===== src/rtl/instr_fetch_queue.sv =====
// Instruction fetch front end: owns the program counter, issues word fetches to
// instruction memory and queues returned instructions with their PCs toward decode.
module instr_fetch_queue #(
  parameter int unsigned DEPTH    = 4,
  parameter logic [31:0] RESET_PC = 32'h0000_0000
) (
  input  logic        clk,
  input  logic        reset,
  output logic        imem_req,
  output logic [31:0] imem_addr,
  input  logic        imem_ready,
  input  logic        imem_rvalid,
  input  logic [31:0] imem_rdata,
  input  logic        redirect_valid,
  input  logic [31:0] redirect_pc,
  output logic        ir_valid,
  input  logic        ir_ready,
  output logic [31:0] ir,
  output logic [31:0] ir_pc
);

  localparam int unsigned AW = (DEPTH > 1) ? $clog2(DEPTH) : 1;
  localparam int unsigned CW = AW + 1;
  localparam int unsigned SW = AW + 3;

  logic [31:0]   pc;
  logic [31:0]   q_instr [DEPTH];
  logic [31:0]   q_pc    [DEPTH];
  logic [31:0]   tag_mem [DEPTH];
  logic [AW-1:0] rd_ptr;
  logic [AW-1:0] wr_ptr;
  logic [AW-1:0] tag_rd;
  logic [AW-1:0] tag_wr;
  logic [CW-1:0] count;
  logic [CW-1:0] outstanding;
  logic [CW-1:0] discard;
  logic [SW-1:0] credit_sum;
  logic [SW-1:0] owed;
  logic          xfer;
  logic          push;
  logic          drop;
  logic          pop;

  // Stale responses still owed by memory keep their slots reserved, so a
  // request is only issued when every possible response is guaranteed a slot.
  assign credit_sum = SW'(count) + SW'(outstanding) + SW'(discard);
  assign owed       = SW'(discard) + SW'(outstanding) - SW'(imem_rvalid);

  assign imem_req  = ~reset & ~redirect_valid & (credit_sum < SW'(DEPTH));
  assign imem_addr = pc;
  assign xfer      = imem_req & imem_ready;

  // Responses return in order, so any nonzero discard count belongs to the
  // response currently on the bus.
  assign drop = ~reset & ~redirect_valid & imem_rvalid & (discard != '0);
  assign push = ~reset & ~redirect_valid & imem_rvalid & (discard == '0);

  assign ir_valid = ~reset & (count != '0);
  assign pop      = ir_valid & ir_ready & ~redirect_valid;
  assign ir       = ir_valid ? q_instr[rd_ptr] : '0;
  assign ir_pc    = ir_valid ? q_pc[rd_ptr]    : '0;

  always_ff @(posedge clk) begin
    if (reset) begin
      pc          <= RESET_PC;
      count       <= '0;
      outstanding <= '0;
      discard     <= '0;
      rd_ptr      <= '0;
      wr_ptr      <= '0;
      tag_rd      <= '0;
      tag_wr      <= '0;
    end else if (redirect_valid) begin
      pc          <= redirect_pc & 32'hFFFF_FFFC;
      count       <= '0;
      outstanding <= '0;
      discard     <= CW'(owed);
      rd_ptr      <= '0;
      wr_ptr      <= '0;
      tag_rd      <= '0;
      tag_wr      <= '0;
    end else begin
      if (xfer) begin
        pc     <= pc + 32'd4;
        tag_wr <= tag_wr + AW'(1);
      end
      if (push) begin
        wr_ptr <= wr_ptr + AW'(1);
        tag_rd <= tag_rd + AW'(1);
      end
      if (pop) begin
        rd_ptr <= rd_ptr + AW'(1);
      end
      if (drop) begin
        discard <= discard - CW'(1);
      end
      count       <= count + CW'(push) - CW'(pop);
      outstanding <= outstanding + CW'(xfer) - CW'(push);
    end
  end

  // Storage needs no reset; the output mask hides it while the queue is empty.
  always_ff @(posedge clk) begin
    if (xfer) begin
      tag_mem[tag_wr] <= pc;
    end
    if (push) begin
      q_instr[wr_ptr] <= imem_rdata;
      q_pc[wr_ptr]    <= tag_mem[tag_rd];
    end
  end

endmodule


===== config.mk =====
export PLATFORM = sky130hd
export DESIGN_NAME = instr_fetch_queue
export DESIGN_NICKNAME = d
export VERILOG_FILES = /design/src/rtl/instr_fetch_queue.sv
export SDC_FILE = /design/constraint.sdc
export NUM_CORES = 1
export LEC_CHECK = 0
export BUFFER_PORTS_ARGS = -buffer_cell sky130_fd_sc_hd__buf_4
export CAP_MARGIN = 30
export CORE_ASPECT_RATIO = 1.1
export CORE_MARGIN = 2
export CORE_UTILIZATION = 50
export DETAILED_ROUTE_END_ITERATION = 8
export PLACE_DENSITY = 0.7
export SETUP_SLACK_MARGIN = 0.4
export SYNTH_ARGS = -nofsm -noshare
export SYNTH_HDL_FRONTEND = slang
export SYNTH_SLANG_ARGS = --single-unit

===== constraint.sdc =====
create_clock -name clk -period 3.6 [get_ports clk]
set_input_delay 0.72 -clock clk [delete_from_list [all_inputs] [get_ports clk]]
set_output_delay 0.72 -clock clk [all_outputs]
set_load 0.02 [all_outputs]

=== Word-level counts from Yosys, hierarchy flattened ===
Memory sizes are Yosys's and may differ from the RTL's. A register that Yosys moved wholly into a read port is not among the register bits.
Cells that the tools add are included.

* Register bits after elaboration: 49
* Bits in latches: 0
* Bits in writable memories: 384
* Bits in read-only memories: 0
* Bits of input ports: 70
* Output and inout port bits: 98
* Word-level logic and storage cells: 60
* Memories kept: 3

* $add $sub $neg: 14
* $mul: 0
* Div/mod/pow operators: 0
* Magnitude comparators: 1
* Eq/ne operators: 0
* Shift operators: 0
* Muxes and demuxes: 16
* Bitwise operators: 11
* Reduce and logical (&&, ||, !) cells: 6

{| class="wikitable"
|+ Memory list
! name !! words !! width !! rd ports !! clocked after Yosys merged registers in !! write ports !! RTL line !! source
|-
| q_instr || 4 || 32 || 1 || 1 || 1 || 27 || <nowiki>logic [31:0] q_instr [DEPTH];</nowiki>
|-
| q_pc || 4 || 32 || 1 || 1 || 1 || 28 || <nowiki>logic [31:0] q_pc [DEPTH];</nowiki>
|-
| tag_mem || 4 || 32 || 1 || 1 || 1 || 29 || <nowiki>logic [31:0] tag_mem [DEPTH];</nowiki>
|}

{| class="wikitable"
|+ Operator list
! cell !! number
|-
| $mux W32 || 4
|-
| $add A32 B3 Y32 const B || 1
|-
| $mux W2 || 6
|-
| $and A1 B1 Y1 || 9
|-
| $sub A3 B1 Y3 || 3
|-
| $add A2 B1 Y2 const B || 4
|-
| $add A3 B1 Y3 || 2
|-
| $mux W3 || 2
|-
| $reduce_bool A3 Y1 || 2
|-
| $add A4 B3 Y5 || 1
|-
| $lt A5 B3 Y1 const B || 1
|-
| $add A3 B3 Y4 || 1
|-
| $mux W1 || 4
|-
| $reduce_bool A2 Y1 || 2
|-
| $add A3 B3 Y3 || 1
|-
| $logic_not A3 Y1 || 1
|-
| $sub A3 B1 Y3 const B || 1
|-
| $not A1 Y1 || 2
|-
| $reduce_or A2 Y1 || 1
|}

=== Logic depth before layout (Yosys ltp) ===
Gate-level depths: netlist of run 1.

* Depth after elaboration: 7
* Gate-level depth with buffers: 17
* Depth with buffers taken out: 16

=== Least setup slack after synthesis of run 1 ===
No wires, ideal clock.

* Path type: reg-to-reg
* Start: register count[1]
* End: register outstanding[2]
* Library setup time: 0.124 ns
* Data arrival time: 3.571 ns
* Data required time: 3.476 ns
* Slack: -0.095 ns
* Stages on the path, launching flop included: 18
* Buffers on the path: 1
* Path through: dfxtp_1 inv_1 fa_1 nor2_1 fa_1 nor3b_1 o21ai_0 nor2_1 inv_1 clkbuf_1 ha_1 inv_1 ha_1 inv_1 fa_1 xnor2_1 xnor2_1 nor2_1

* Cells in the longest elaborated chain, start to end: 7

{| class="wikitable"
|+ RTL lines
! element !! RTL line !! source
|-
| from (decl) || 34 || <nowiki>logic [CW-1:0] count;</nowiki>
|-
| from (signal assigned) || 97 || <nowiki>count <= count + CW'(push) - CW'(pop);</nowiki>
|-
| $add A3 B3 Y4 || 46 || <nowiki>assign credit_sum = SW'(count) + SW'(outstanding) + SW'(discard);</nowiki>
|-
| $add A4 B3 Y5 || 46 ||
|-
| $lt A5 B3 Y1 || 49 || <nowiki>assign imem_req = ~reset & ~redirect_valid & (credit_sum < SW'(DEPTH));</nowiki>
|-
| $and A1 B1 Y1 || 49 ||
|-
| $and A1 B1 Y1 || 51 || <nowiki>assign xfer = imem_req & imem_ready;</nowiki>
|-
| $add A3 B1 Y3 || 98 || <nowiki>outstanding <= outstanding + CW'(xfer) - CW'(push);</nowiki>
|-
| $sub A3 B1 Y3 || 98 ||
|-
| to (signal assigned) || 98 ||
|-
| to (decl) || 35 || <nowiki>logic [CW-1:0] outstanding;</nowiki>
|}

Every way passes these cells.
A chain may end at the register's enable or synchronous reset.

=== Worst setup path after layout of run 1 ===
* Start: register count[1]
* End: output imem_req

* Cells in the longest elaborated chain, start to end: 4

{| class="wikitable"
|+ RTL lines
! element !! RTL line !! source
|-
| $add A3 B3 Y4 || 46 ||
|-
| $add A4 B3 Y5 || 46 ||
|-
| $lt A5 B3 Y1 || 49 ||
|-
| $and A1 B1 Y1 || 49 ||
|-
| to (decl) || 9 || <nowiki>output logic imem_req,</nowiki>
|}

Every way passes these cells.

==> flow_summary.toml, run 1 <==
[timing]
rsz0062_at_grt = "true"
hold_viol = 0
fin_crit_ps = 3288
fmax_ghz = 0.3041
drv_slew = 0
setup_viol = 0
fin_ws_ps = 311.8
tns_ps = 0
hold-worst-slack_ps = 395.7
worst_slew_margin_rel_pct = 43.19
fin_worst_skew_ps = 12.98
tightestPinTransition_ps = 852.1
timing.final.crit_share_pct = 91.34

[setup_path]
r2r_slack_ps = 370
crit_fanout = 2
reg2reg_depth = 16
r2r_end = "outstanding[2]"
reg2reg_from = "count[1]"
critPathKind = "reg -> out"
cp-end-kind = "primary output"
required_ps = 2880
crit_arrival_ps = 2570
start_kind = "register"

[yosys]
ys_seq_elements = 419
synth-simple-area-share_pct = 7.230
synth_xor_area_share_pct = 0.7366
postSynthCellCount = 918
async_flop_share_pct = 0
yosys.area_share.adder_pct = 2.225
avgSynthCellArea_um2 = 18.13
yosys-top-cells-area = "edfxtp_1 (66%), mux4_2 (12%), dfxtp_1 (6.1%)"
synth.area.mux_share_pct = 12.51
syn-cell-area_um2 = 16650
ys_warn_count = 0
synth-edff-count = 368
synth_flop_cell = "edfxtp_1"
synth_top_family_by_area = "multiplexers"
synth.distinct_cells = 52
synth_compound_area_share_pct = 3.014
synth_top_cell_area_share_pct = 66.38
yosys.area.top_type = "edfxtp_1"
synth-seq-area-share_pct = 72.51

[clock_network]
clkTransAtPathRegs_ps = 60
cts.sinks = 419
cts-root-buf = "clkbuf_16"
clock_path_buffers = 3
h-tree-depth = 2
worstSkewPairLatency_ps = 520
cts_tree = "done"
cts_buffers = 42

[floorplanning]
dieHeight_um = 195.4
die_w_um = 178.0
dieArea_um2 = 34770
io_pins = 168
rows = 70
core-area_um2 = 33020
start_util_pct = 50.42

[placed_design]
place.gp.congestion = 0.8072
hpwl_mm = 20.91
port_buffers = 161
dp_slack_ps = 144.0

[detailed_routing]
dr_total_vias = 8828
dr_wl_met2_mm = 16.72
first_iter_violations = 591
routed.top_layer = "met4"
dr.pass1.iters = 5
wl_mm = 33.29
wl_per_cell_um = 21.03
final_antenna_net_count = 0
drc = 0
wl_met1_mm = 14.31
route.met3.wl_mm = 1.809
vias_per_cell = 5.577

[power]
powerDensity_nw_per_um2 = 509.0
ir_drop_uv = 307.6
p_leak_nw = 6.826

[finish]
nets = 1218
antenna_cells = 0
layout-drive-gt1-share_pct = 34.40
synthToLayoutAreaGrowth_pct = 21.34
nFillCells = 2398

[global_routing]
globalRouteTotalUtil_pct = 19.63
grt_pass1_wl_mm = 51.56
grt_pass1_vias = 9127
grt_antenna_before_repair = 0
overflow = 0
grt_max_degree = 64

[min_path]
hold_depth = 1
hp-class = "in -> reg"
holdPathEnd = "q_instr[2][19]"
min_from = "imem_rdata[19]"

[status]
status = "completed"

[run]
maxCapViolations = 0
## flip-flops by register name, summed over array words and instances, names as in the netlist, named ones only
signal,flops
q_instr,128
q_pc,120
tag_mem,120
imem_addr,30
count,3
discard,3
outstanding,3
rd_ptr,2
tag_rd,2
tag_wr,2
wr_ptr,2
## cell type report
| type | count | area [µm²] | share of cell area [%] |
|---|---|---|---|
| flip-flops and latches | 419 | 12090 | 59.85 |
| multi-input cells | 429 | 4378 | 21.67 |
| repair buffers | 203 | 1732 | 8.573 |
| clock buffers | 57 | 1181 | 5.847 |
| well taps | 432 | 540.5 | 2.676 |
| clock inverters | 16 | 177.7 | 0.8796 |
| inverters | 27 | 101.3 | 0.5017 |
## power breakdown
group | total (mW) | internal, mW | switching [mW]
combinational | 0.558 | 0.262 | 0.296
clock | 4.25 | 2.58 | 1.68
sequential | 5.47 | 5.39 | 0.0841
## synth_stat cells, types with 3 or more instances
master    number
edfxtp_1     368
mux4_2        92
and2_1        69
dfxtp_1       51
nand2_1       38
nor2_1        31
clkbuf_1      26
inv_1         25
ha_1          20
nand3_1       19
buf_1         14
a21oi_1       13
xnor2_1       12
o211ai_1      10
a31oi_1        9
nor4_1         9
o21ai_0        9
or3_1          9
and3_1         8
nand4_1        8
nor3_1         7
a221o_1        6
fa_1           6
or4_1          6
nand2b_1       5
buf_4          4
a211o_1        3
nor3b_1        3
o21a_1         3
or2_2          3
## cells by family (layout without fill, tap and decap cells)
logic type / after synthesis / count (layout)
AO/OA/AOI/OAI: 71 / 71
AND/OR/NAND/NOR: 221 / 221
adder cells (fa/ha/maj): 26 / 26
flip-flops: 419 / 419
XOR/XNOR: 14 / 14
buffers and inverters: 73 / 303
multiplexers: 93 / 93
other: 1 / 4
## placed cells by master, fill, tap and decap left out, drive strengths merged, types with 10 or more instances in the layout
master  synthesis  layout
a21oi          13      13
and2           69      69
buf            20     203
clkbuf         26      57
clkinv          2      12
dfxtp          51      51
edfxtp        368     368
ha             20      20
inv            25      25
mux4           92      92
nand2          38      38
nand3          19      19
nor2           31      31
o211ai         10      10
xnor2          12      12
## routing by layer
layer | vias to the layer above | GRT usage [%]
met5 | - | 0
met4 | 0 | 4.463
met3 | 34 | 3.154
met2 | 265 | 33.13
met1 | 4492 | 27.06
li1 | 4037 | -
## repair_timing
action	in CTS	in global routing
endpoints found under the setup margin	3	13
setup buffers	8	1
pin swaps	9	6
hold buffers	0	0
gates resized for setup	11	7
## stage by stage
stage	std cells	utilization, %	power (mW)	instance area, µm²
2_1_floorplan	921	-	5.853	16720
3_3_place_gp	1500	56.72	6.091	18730
3_5_place_dp	1501	56.75	6.108	18740
4_1_cts	1582	61.09	10.37	20170
5_1_grt	1583	61.17	10.63	20200
6_report	1583	61.17	10.28	20200
## critical path, stage by stage (launching register included)
cell and delay [ps]:
dfxtp_4 350, inv_2 40, fa_1 570, nor2_2 50
fa_1 440, nor3_2 140, o21a_1 160, o31a_1 160
buf_6 120
## worst max-delay path by stage
stage / startpoint / end / slack [ps]
2_1_floorplan: outstanding[1] / outstanding[2] / 140
3_3_place_gp: count[1] / outstanding[2] / 170
3_5_place_dp: count[1] / outstanding[2] / 140
4_1_cts: discard[2] / imem_req / 300
5_1_grt: discard[2] / outstanding[2] / 200
6_report: count[1] / imem_req / 310
Power figures use the tool's default switching activity.
==> inputs of run 2 (changes only) <==
--- a/config.mk
+++ b/config.mk
@@ -11,6 +11,7 @@
 export CORE_MARGIN = 2
 export CORE_UTILIZATION = 50
 export DETAILED_ROUTE_END_ITERATION = 8
+export GPL_TIMING_DRIVEN = 0
 export PLACE_DENSITY = 0.7
 export SETUP_SLACK_MARGIN = 0.4
 export SYNTH_ARGS = -nofsm -noshare
==> run 2 against run 1 <==
Net effect:
- sequential power is essentially flat
- register-to-register slack lost 270 ps
- total power grew 1.7%
- final area grew 1.4%
- first-iteration DRC count grew 25%
- routed wire length grew 6.2%
- critical endpoint unchanged
- largest power group unchanged
==> flow_summary.toml, run 2 (synthesis results as in run 1) <==
[power]
powerDensity_nw_per_um2 = 510.7
power.total_mw = 10.46
p_leak_nw = 6.963
p_int_mw = 8.257
ir_drop_uv = 307.7
comb_power_share_pct = 6.2
clockPowerShare_pct = 41.5
seqPwrFrac_pct = 52.3
p_switching_mw = 2.200
swShare_pct = 21.03

[finish]
nets = 1260
final_cell_mix = "edfxtp_1 (368), buf_4 (189), mux4_2 (92), and2_1 (65), dfxtp_1 (48)"
largest_register_ffs = 128
antenna_cells = 0
synthToLayoutAreaGrowth_pct = 23.00
reg.largest.list = "q_instr: 128 flops, q_pc: 120 flops, tag_mem: 120 flops"
layout_commonest_cell = "edfxtp_1"
fin_util_pct = 62.01
layout-drive-gt1-share_pct = 35.71
regMostFlops = "q_instr"

[setup_path]
required_ps = 2880
start_kind = "register"
crit_family = "adder cells"
critPathKind = "reg -> out"
crit_chain = "inv_4, fa_2, nor2_2, fa_1, nor3_2, o21a_1, clkbuf_8, o31a_1, buf_6"
path_buf_inv = 3
cp-end-kind = "primary output"
crit_fanout = 2
slowest_stage = "fa_2"
crit_arrival_ps = 2880
max_stage_delay_ps = 590

[timing]
fin_crit_ps = 3599
fin_worst_skew_ps = 17.28
worst_slew_margin_rel_pct = 36.12
fin_ws_ps = 0.6417
hold_viol = 0
drv_slew = 0
setup_viol = 0
fmax_ghz = 0.2778
timing.final.crit_share_pct = 99.98
rsz0062_at_grt = "true"
hold-worst-slack_ps = 384.3
tightestPinTransition_ps = 958.3

[clock_network]
worstSkewPairLatency_ps = 530
cts-root-buf = "clkbuf_16"
holdBufCountCts = 0
clkTransAtPathRegs_ps = 70
cts.sinks = 419
cts_tree = "done"
h-tree-depth = 2
cts_buffers = 42
clock_path_buffers = 3

[placed_design]
port_buffers = 161
hpwl_mm = 21.73
place.gp.congestion = 0.8361
dp_slack_ps = -138.9

[status]
status = "completed"

[floorplanning]
dieHeight_um = 195.4
core-area_um2 = 33020
die_w_um = 178.0
start_util_pct = 50.42
rows = 70
io_pins = 168
dieArea_um2 = 34770

[detailed_routing]
dr_total_vias = 9156
wl_mm = 35.36
drc = 0
final_antenna_net_count = 0
wl_per_cell_um = 21.76
dr.pass1.iters = 5
vias_per_cell = 5.634
first_iter_violations = 737

[min_path]
hp-class = "in -> reg"

[global_routing]
grt_antenna_before_repair = 0
grt_pass1_wl_mm = 52.93
globalRouteTotalUtil_pct = 20.08
grt_pass1_vias = 9244
grt_max_degree = 59
overflow = 0

[run]
maxCapViolations = 0
## run 2: cell count changes in the layout (fill, tap and decap cells not counted), moves of 5 or more
| cell | before | now |
|---|---|---|
| buf_12 | 16 | 0 |
| buf_1 | 0 | 6 |
| dfxtp_1 | 43 | 48 |
| clkbuf_1 | 11 | 23 |
| and3_4 | 0 | 8 |
| buf_6 | 2 | 11 |
## run 2: worst register-to-register path: stages (launching register included)
cell	delay [ps]
dfxtp_4	360
inv_4	40
fa_2	590
nor2_2	50
fa_1	450
nor3_2	240
buf_4	150
o21ai_2	60
nor2_2	140
inv_2	60
clkbuf_8	140
ha_4	210
inv_2	60
ha_4	110
inv_2	30
fa_2	340
xnor2_2	180
xnor2_1	130
nor2_1	50
## run 2: power by group through the flow
| stage | logic, mW | clock network (mW) | registers [mW] |
|---|---|---|---|
| after detailed placement | 0.538 | 0 | 5.57 |
| after floorplan | 0.287 | 0 | 5.57 |
| after CTS | 0.582 | 4.43 | 5.47 |
| after global placement | 0.516 | 0 | 5.57 |
| after global routing | 0.695 | 4.60 | 5.48 |
| final | 0.644 | 4.34 | 5.47 |
## run 2: stage by stage
| step | std cells | cell area, µm² | TNS (ps) |
|---|---|---|---|
| floorplan | 921 | 16720 | 0 |
| global placement | 1514 | 18470 | -124870 |
| detailed placement | 1519 | 18600 | -1078 |
| CTS | 1611 | 20220 | 0 |
| global route | 1625 | 20480 | -115.7 |
| finish | 1625 | 20480 | 0 |
## run 2: path summary, 6_finish.rpt
| kind | startpoint | end | slack (ps) | cells after the start |
|---|---|---|---|---|
| hold / removal | redirect_pc[27] | imem_addr[27] | 380 | 3 |
| setup reg to reg | outstanding[1] | outstanding[2] | 100 | 18 |
| hold reg to reg | tag_wr[1] | tag_wr[1] | 500 | 2 |
| setup / recovery | outstanding[1] | imem_req | 0.6 | 9 |
## run 2: timing repair
item,4_1_cts,5_1_grt
gates cloned,0,4
setup buffers,19,10
pin swaps,9,12
gates resized for setup,57,49
setup endpoints to repair,193,148
endpoints found under the hold margin,0,0
## run 2: routing by layer
| layer | track usage [%] | up-vias | share of wire (%) |
|---|---|---|---|
| li1 | - | 4136 | - |
| met1 | 26.84 | 4601 | 41 |
| met2 | 34.52 | 375 | 50 |
| met3 | 3.699 | 44 | 7.3 |
| met4 | 4.341 | 0 | 1.8 |
| met5 | 0 | - | 0 |
## run 2: final cells by class
class	instances	area [µm²]
timing repair buffer	195	1589
clock buffer	48	1105
tap	432	540.5
sequential	419	12080
buffer	46	270.3
fill	2321	12540
multi-input combinational	433	4521
inverter	27	103.9
clock inverter	25	266.5
